==> src/rtl/traceback_ctrl.sv <==
// DTW traceback sequencer: walks the optimal warping path from (tlen,rlen) back to (0,0),
// copying each addressed cell's record from the shared bus into result SRAM.
module traceback_ctrl #(
    parameter int unsigned       ADDR_W    = 6,
    parameter logic [ADDR_W-1:0] BASE_ADDR = '0,
    parameter logic [6:0]        MAX_STEPS = 7'd61
) (
    input  logic              clk,
    input  logic              nrst,
    input  logic              i_start,
    input  logic [4:0]        i_tlen,
    input  logic [4:0]        i_rlen,
    output logic [4:0]        o_tindex,
    output logic [4:0]        o_rindex,
    output logic              o_outena,
    input  logic [31:0]       i_data,
    input  logic              i_ena0,
    input  logic              i_ena1,
    input  logic              i_ena2,
    output logic              o_sram_wen,
    output logic [ADDR_W-1:0] o_sram_addr,
    output logic [31:0]       o_sram_wdata,
    output logic              o_busy,
    output logic              o_done,
    output logic              o_err,
    output logic [ADDR_W-1:0] o_len
);

    typedef enum logic [2:0] {
        S_IDLE,
        S_CHECK,
        S_OUT,
        S_WAIT,
        S_FIN,
        S_ERR
    } state_t;

    state_t            state_q;
    logic [4:0]        tlen_q, rlen_q;
    logic [4:0]        tidx_q, ridx_q;
    logic [ADDR_W-1:0] cnt_q;
    logic              outena_q;
    logic              wen_q;
    logic [ADDR_W-1:0] addr_q;
    logic [31:0]       wdata_q;
    logic              busy_q, done_q, err_q;
    logic [ADDR_W-1:0] len_q;

    logic       at_origin, one_hot, off_grid, at_limit, step_ok;
    logic [4:0] tidx_d, ridx_d;

    // Range checks are evaluated before any decrement, so the indices never wrap.
    always_comb begin
        at_origin = (tidx_q == 5'd0) && (ridx_q == 5'd0);
        one_hot   = ({i_ena2, i_ena1, i_ena0} == 3'b001) ||
                    ({i_ena2, i_ena1, i_ena0} == 3'b010) ||
                    ({i_ena2, i_ena1, i_ena0} == 3'b100);
        off_grid  = (i_ena0 && ((tidx_q == 5'd0) || (ridx_q == 5'd0))) ||
                    (i_ena1 && (tidx_q == 5'd0)) ||
                    (i_ena2 && (ridx_q == 5'd0));
        at_limit  = (32'(cnt_q) == 32'(MAX_STEPS));
        step_ok   = one_hot && !off_grid && !at_limit;
        tidx_d    = tidx_q;
        ridx_d    = ridx_q;
        if (i_ena0 || i_ena1) tidx_d = tidx_q - 5'd1;
        if (i_ena0 || i_ena2) ridx_d = ridx_q - 5'd1;
    end

    always_ff @(posedge clk or negedge nrst) begin
        if (!nrst) begin
            state_q  <= S_IDLE;
            tlen_q   <= '0;
            rlen_q   <= '0;
            tidx_q   <= '1;
            ridx_q   <= '1;
            cnt_q    <= '0;
            outena_q <= 1'b0;
            wen_q    <= 1'b0;
            addr_q   <= '0;
            wdata_q  <= '0;
            busy_q   <= 1'b0;
            done_q   <= 1'b0;
            err_q    <= 1'b0;
            len_q    <= '0;
        end else begin
            done_q   <= 1'b0;
            wen_q    <= 1'b0;
            outena_q <= 1'b0;
            unique case (state_q)
                S_IDLE, S_FIN, S_ERR: begin
                    if (i_start) begin
                        tlen_q  <= i_tlen;
                        rlen_q  <= i_rlen;
                        err_q   <= 1'b0;
                        cnt_q   <= '0;
                        busy_q  <= 1'b1;
                        state_q <= S_CHECK;
                    end else begin
                        state_q <= S_IDLE;
                    end
                end
                S_CHECK: begin
                    if ((tlen_q == 5'd31) || (rlen_q == 5'd31)) begin
                        err_q   <= 1'b1;
                        done_q  <= 1'b1;
                        busy_q  <= 1'b0;
                        len_q   <= cnt_q;
                        state_q <= S_ERR;
                    end else begin
                        tidx_q   <= tlen_q;
                        ridx_q   <= rlen_q;
                        outena_q <= 1'b1;
                        state_q  <= S_OUT;
                    end
                end
                S_OUT: begin
                    wdata_q <= i_data;
                    addr_q  <= BASE_ADDR + cnt_q;
                    wen_q   <= 1'b1;
                    cnt_q   <= cnt_q + ADDR_W'(1);
                    state_q <= S_WAIT;
                end
                S_WAIT: begin
                    if (at_origin) begin
                        done_q  <= 1'b1;
                        busy_q  <= 1'b0;
                        len_q   <= cnt_q;
                        tidx_q  <= '1;
                        ridx_q  <= '1;
                        state_q <= S_FIN;
                    end else if (step_ok) begin
                        tidx_q   <= tidx_d;
                        ridx_q   <= ridx_d;
                        outena_q <= 1'b1;
                        state_q  <= S_OUT;
                    end else begin
                        err_q   <= 1'b1;
                        done_q  <= 1'b1;
                        busy_q  <= 1'b0;
                        len_q   <= cnt_q;
                        tidx_q  <= '1;
                        ridx_q  <= '1;
                        state_q <= S_ERR;
                    end
                end
                default: state_q <= S_IDLE;
            endcase
        end
    end

    assign o_tindex     = tidx_q;
    assign o_rindex     = ridx_q;
    assign o_outena     = outena_q;
    assign o_sram_wen   = wen_q;
    assign o_sram_addr  = addr_q;
    assign o_sram_wdata = wdata_q;
    assign o_busy       = busy_q;
    assign o_done       = done_q;
    assign o_err        = err_q;
    assign o_len        = len_q;

endmodule
==> config.mk <==
export PLATFORM = sky130hd
export DESIGN_NAME = traceback_ctrl
export DESIGN_NICKNAME = d
export VERILOG_FILES = /design/src/rtl/traceback_ctrl.sv
export SDC_FILE = /design/constraint.sdc
export NUM_CORES = 1
export LEC_CHECK = 0
export BUFFER_PORTS_ARGS = -buffer_cell sky130_fd_sc_hd__buf_4
export CORE_ASPECT_RATIO = 0.9
export CORE_MARGIN = 2
export CORE_UTILIZATION = 46
export CTS_CLUSTER_DIAMETER = 60
export DETAILED_ROUTE_END_ITERATION = 8
export PLACE_DENSITY = 0.76
export SLEW_MARGIN = 25
export SYNTH_ARGS = -nofsm -noshare
export SYNTH_HDL_FRONTEND = slang
export SYNTH_SLANG_ARGS = --single-unit
==> constraint.sdc <==
create_clock -name clk -period 2.2 [get_ports clk]
set_input_delay 0.22 -clock clk [delete_from_list [all_inputs] [get_ports clk]]
set_output_delay 0.22 -clock clk [all_outputs]
set_load 0.02 [all_outputs]
==> impl_metrics.yaml <==
outcome:
  outcome: "complete, but fails checks"
  violations: "setup timing"
power_and_ir_drop:
  seqPwrFrac_pct: 34.7
  p_sw_mw: 3.25
  p_per_area_nw_per_um2: 1580
  intPower_mw: 4.35
  combPwrFrac_pct: 51.2
  p_clk_share_pct: 14.1
  power.total_mw: 7.59
  sw_frac_of_total_pct: 42.8
  ir_drop_v: 0.000718
  p_leak_nw: 2.48
cts:
  cts.path.max_buffers: 2
  clk_pin_slew_ns: 0.10
  cts.sinks: 78
  cts_buffers: 9
  clk_latency_ns: 0.35
  root_buffer: "clkbuf_8"
  cts_tree: "done"
  htreeDepth: 3
setup_path:
  worst_setup_path_end_kind: "flop"
  crit_chain: "inv_2 > ha_1 > or4b_4 > a32o_2 > o21a_4 > a211oi_4 > buf_4 > mux2_4"
  critical_path_buf_inv_count: 2
  worstPathRequired_ns: 2.42
  worst-endpoint-arrival_ns: 2.62
  slowest_stage: "or4b_4"
  crit_type: "flop to flop"
  startpoint_type: "flop"
  critPathMaxStageDelay_ns: 0.47
  worst-path-max-fanout: 5
  path_delay_family: "compound AO/OA/AOI/OAI gates"
floorplanning:
  die_height_um: 86.7
  core_um2: 7470
  ios: 107
  start_util_pct: 46.8
  rows: 30
  die_x_um: 95.9
  die_area_um2: 8310
sta:
  rsz0062_at_grt: "yes"
  slew_headroom_pct: 65.8
  max_freq_mhz: 416
  slew_violations: 0
  timing.final.crit_period_ns: 2.40
  clock_skew_ns: 0.0186
  hold_viol: 0
  min_period_over_period_pct: 109
  setup_violations: 6
  worst_slack_ns: -0.204
  tightest_slew_ns: 0.513
final_layout:
  drive_above_1_share_pct: 34.8
  layout.cells.non_filler: 610
  regArea_um2: 1960
  nets: 563
  layout-area-overhead-vs-synth_pct: 37.5
  design_area_um2: 4810
  num_antenna_cells: 0
  utilization_pct: 64.4
  fillCellCount: 589
  multi_input_area_um2: 1460
placement:
  io_buffers: 106
  place.detailed.hpwl_mm: 6.29
  place_inst: 591
  placedInstanceArea_um2: 4560
  pre_cts_ws_ns: -0.196
  gp_congestion: 0.863
run:
  cap_violations: 0
route:
  dr.pass1.iters: 5
  vias: 3131
  drtAntennaViolNets: 0
  drc: 0
  drtIter0Drc: 252
  routedWlPerCell_um: 14.3
  routed_wl_mm: 8.71
  vias_per_cell: 5.13
global_route:
  grt_max_degree: 41
  grt_pass1_wl_mm: 14.3
  grt_pass1_vias: 2941
  overflow: 0
  grt_util_all_layers_pct: 22.1
  antenna_found_initial: 0
synthesis:
  ys_top_cells_by_area: "dfrtp_1, nand2_1, dfstp_2, o21ai_0, ha_1"
  syn_inst: 381
  synth_cell_types: 37
  synthFlopType: "dfrtp_1"
  netlist_area_um2: 3500
  synth_fp_nets: 435
  synth_top_area_share_pct: 48.7
  yosysWarnings: 0
  ys_seq_area_share_pct: 56.2
  yosysTopAreaCell: "dfrtp_1"
  ys_ff_latch: 78
  ys_async_sr_fraction_pct: 100
  yosysMostFrequentCell: "nand2_1"
  synth_commonest_cells: "nand2_1, dfrtp_1, o21ai_0"
  syn_avg_cell_area_um2: 9.18
  synth_edf_count: 0
hold_path:
  min_path_type: "input pin to flop"
-- cell type report --
type                       count  area share, %
sequential                    78           40.9
clock buffer                  10           2.65
tap                           96           2.50
timing repair buffer         133           21.1
inverter                      14           1.09
multi-input combinational    273           30.3
clock inverter                 6           1.48
-- power by group through the flow --
stage          logic (mW)  registers, mW  clock network, mW
3_3_place_gp         3.74           2.62                  0
5_1_grt              4.30           2.73               1.17
6_report             3.89           2.63               1.07
4_1_cts              3.86           2.63               1.10
2_1_floorplan        1.73           3.17                  0
3_5_place_dp         3.85           2.64                  0
-- routing by layer --
metal  track usage (%)  up-vias  wire, um  share of wire, %
li1                  -     1526         -                 -
met1              31.8     1503      4010                46
met4              5.19        0        72              0.83
met2              34.3       98      4200                48
met5                 0        -         0                 0
met3              4.87        4       427               4.9
-- worst min-delay path, stage by stage --
cell and delay [ns]:
buf_4 0.08, nand2_1 0.04, nand2_1 0.04
-- path summary, 6_finish.rpt --
path | startpoint | endpoint | slack, ns | cells after the start
worst max-delay path | o_tindex[0] | o_len[4] | -0.20 | 8
worst min-delay path | i_data[2] | o_sram_wdata[2] | 0.06 | 3
worst max register to register | o_tindex[0] | o_len[4] | -0.20 | 8
worst min register to register | o_sram_wdata[3] | o_sram_wdata[3] | 0.48 | 2
max in group asynchronous | nrst | o_sram_wen | 1.22 | 3
min in group asynchronous | nrst | tlen_q[1] | 0.40 | 2
-- kinds of logic after synthesis --
family | synth area share, %
AND/OR/NAND/NOR | 24.1
flip-flops | 56.2
AO/OA/AOI/OAI | 12.0
buffers and inverters | 3.65
multiplexers | 1.93
adder cells (fa/ha/maj) | 2.15
-- flip-flops by register name, indices dropped and copies added (netlist names) --
register	flops
o_outena	1
o_err	1
o_sram_wen	1
o_busy	1
cnt_q	6
tlen_q	5
o_tindex	5
state_q	3
o_sram_wdata	32
o_sram_addr	6
o_rindex	5
o_len	6
o_done	1
rlen_q	5
-- stage by stage --
stage          setup TNS [ns]  hold WS, ns
3_5_place_dp            -1.11        0.233
6_report                -1.14       0.0550
2_1_floorplan           -1.34      -0.0756
3_3_place_gp           -0.915        0.229
4_1_cts                 -1.12       0.0453
5_1_grt                 -1.61       0.0455
-- cell usage in the layout (no fill, tap or decap), drive strengths merged, types with 7 or more instances in the layout --
cell type  netlist  routed
inv             14      15
nor2            14      14
buf              2     132
nor3             7       7
o221ai           8       8
dfrtp           68      68
clkbuf          14      10
nand2          152     152
dfstp           10      10
o21ai           23      23
-- timing repair --
item	CTS	global route
endpoints found under the setup margin	8	16
hold endpoints to repair	29	0
hold buffers	1	0
setup buffers	0	2
resized for setup	1	4
Note: power is estimated with default switching activity, not from simulation.
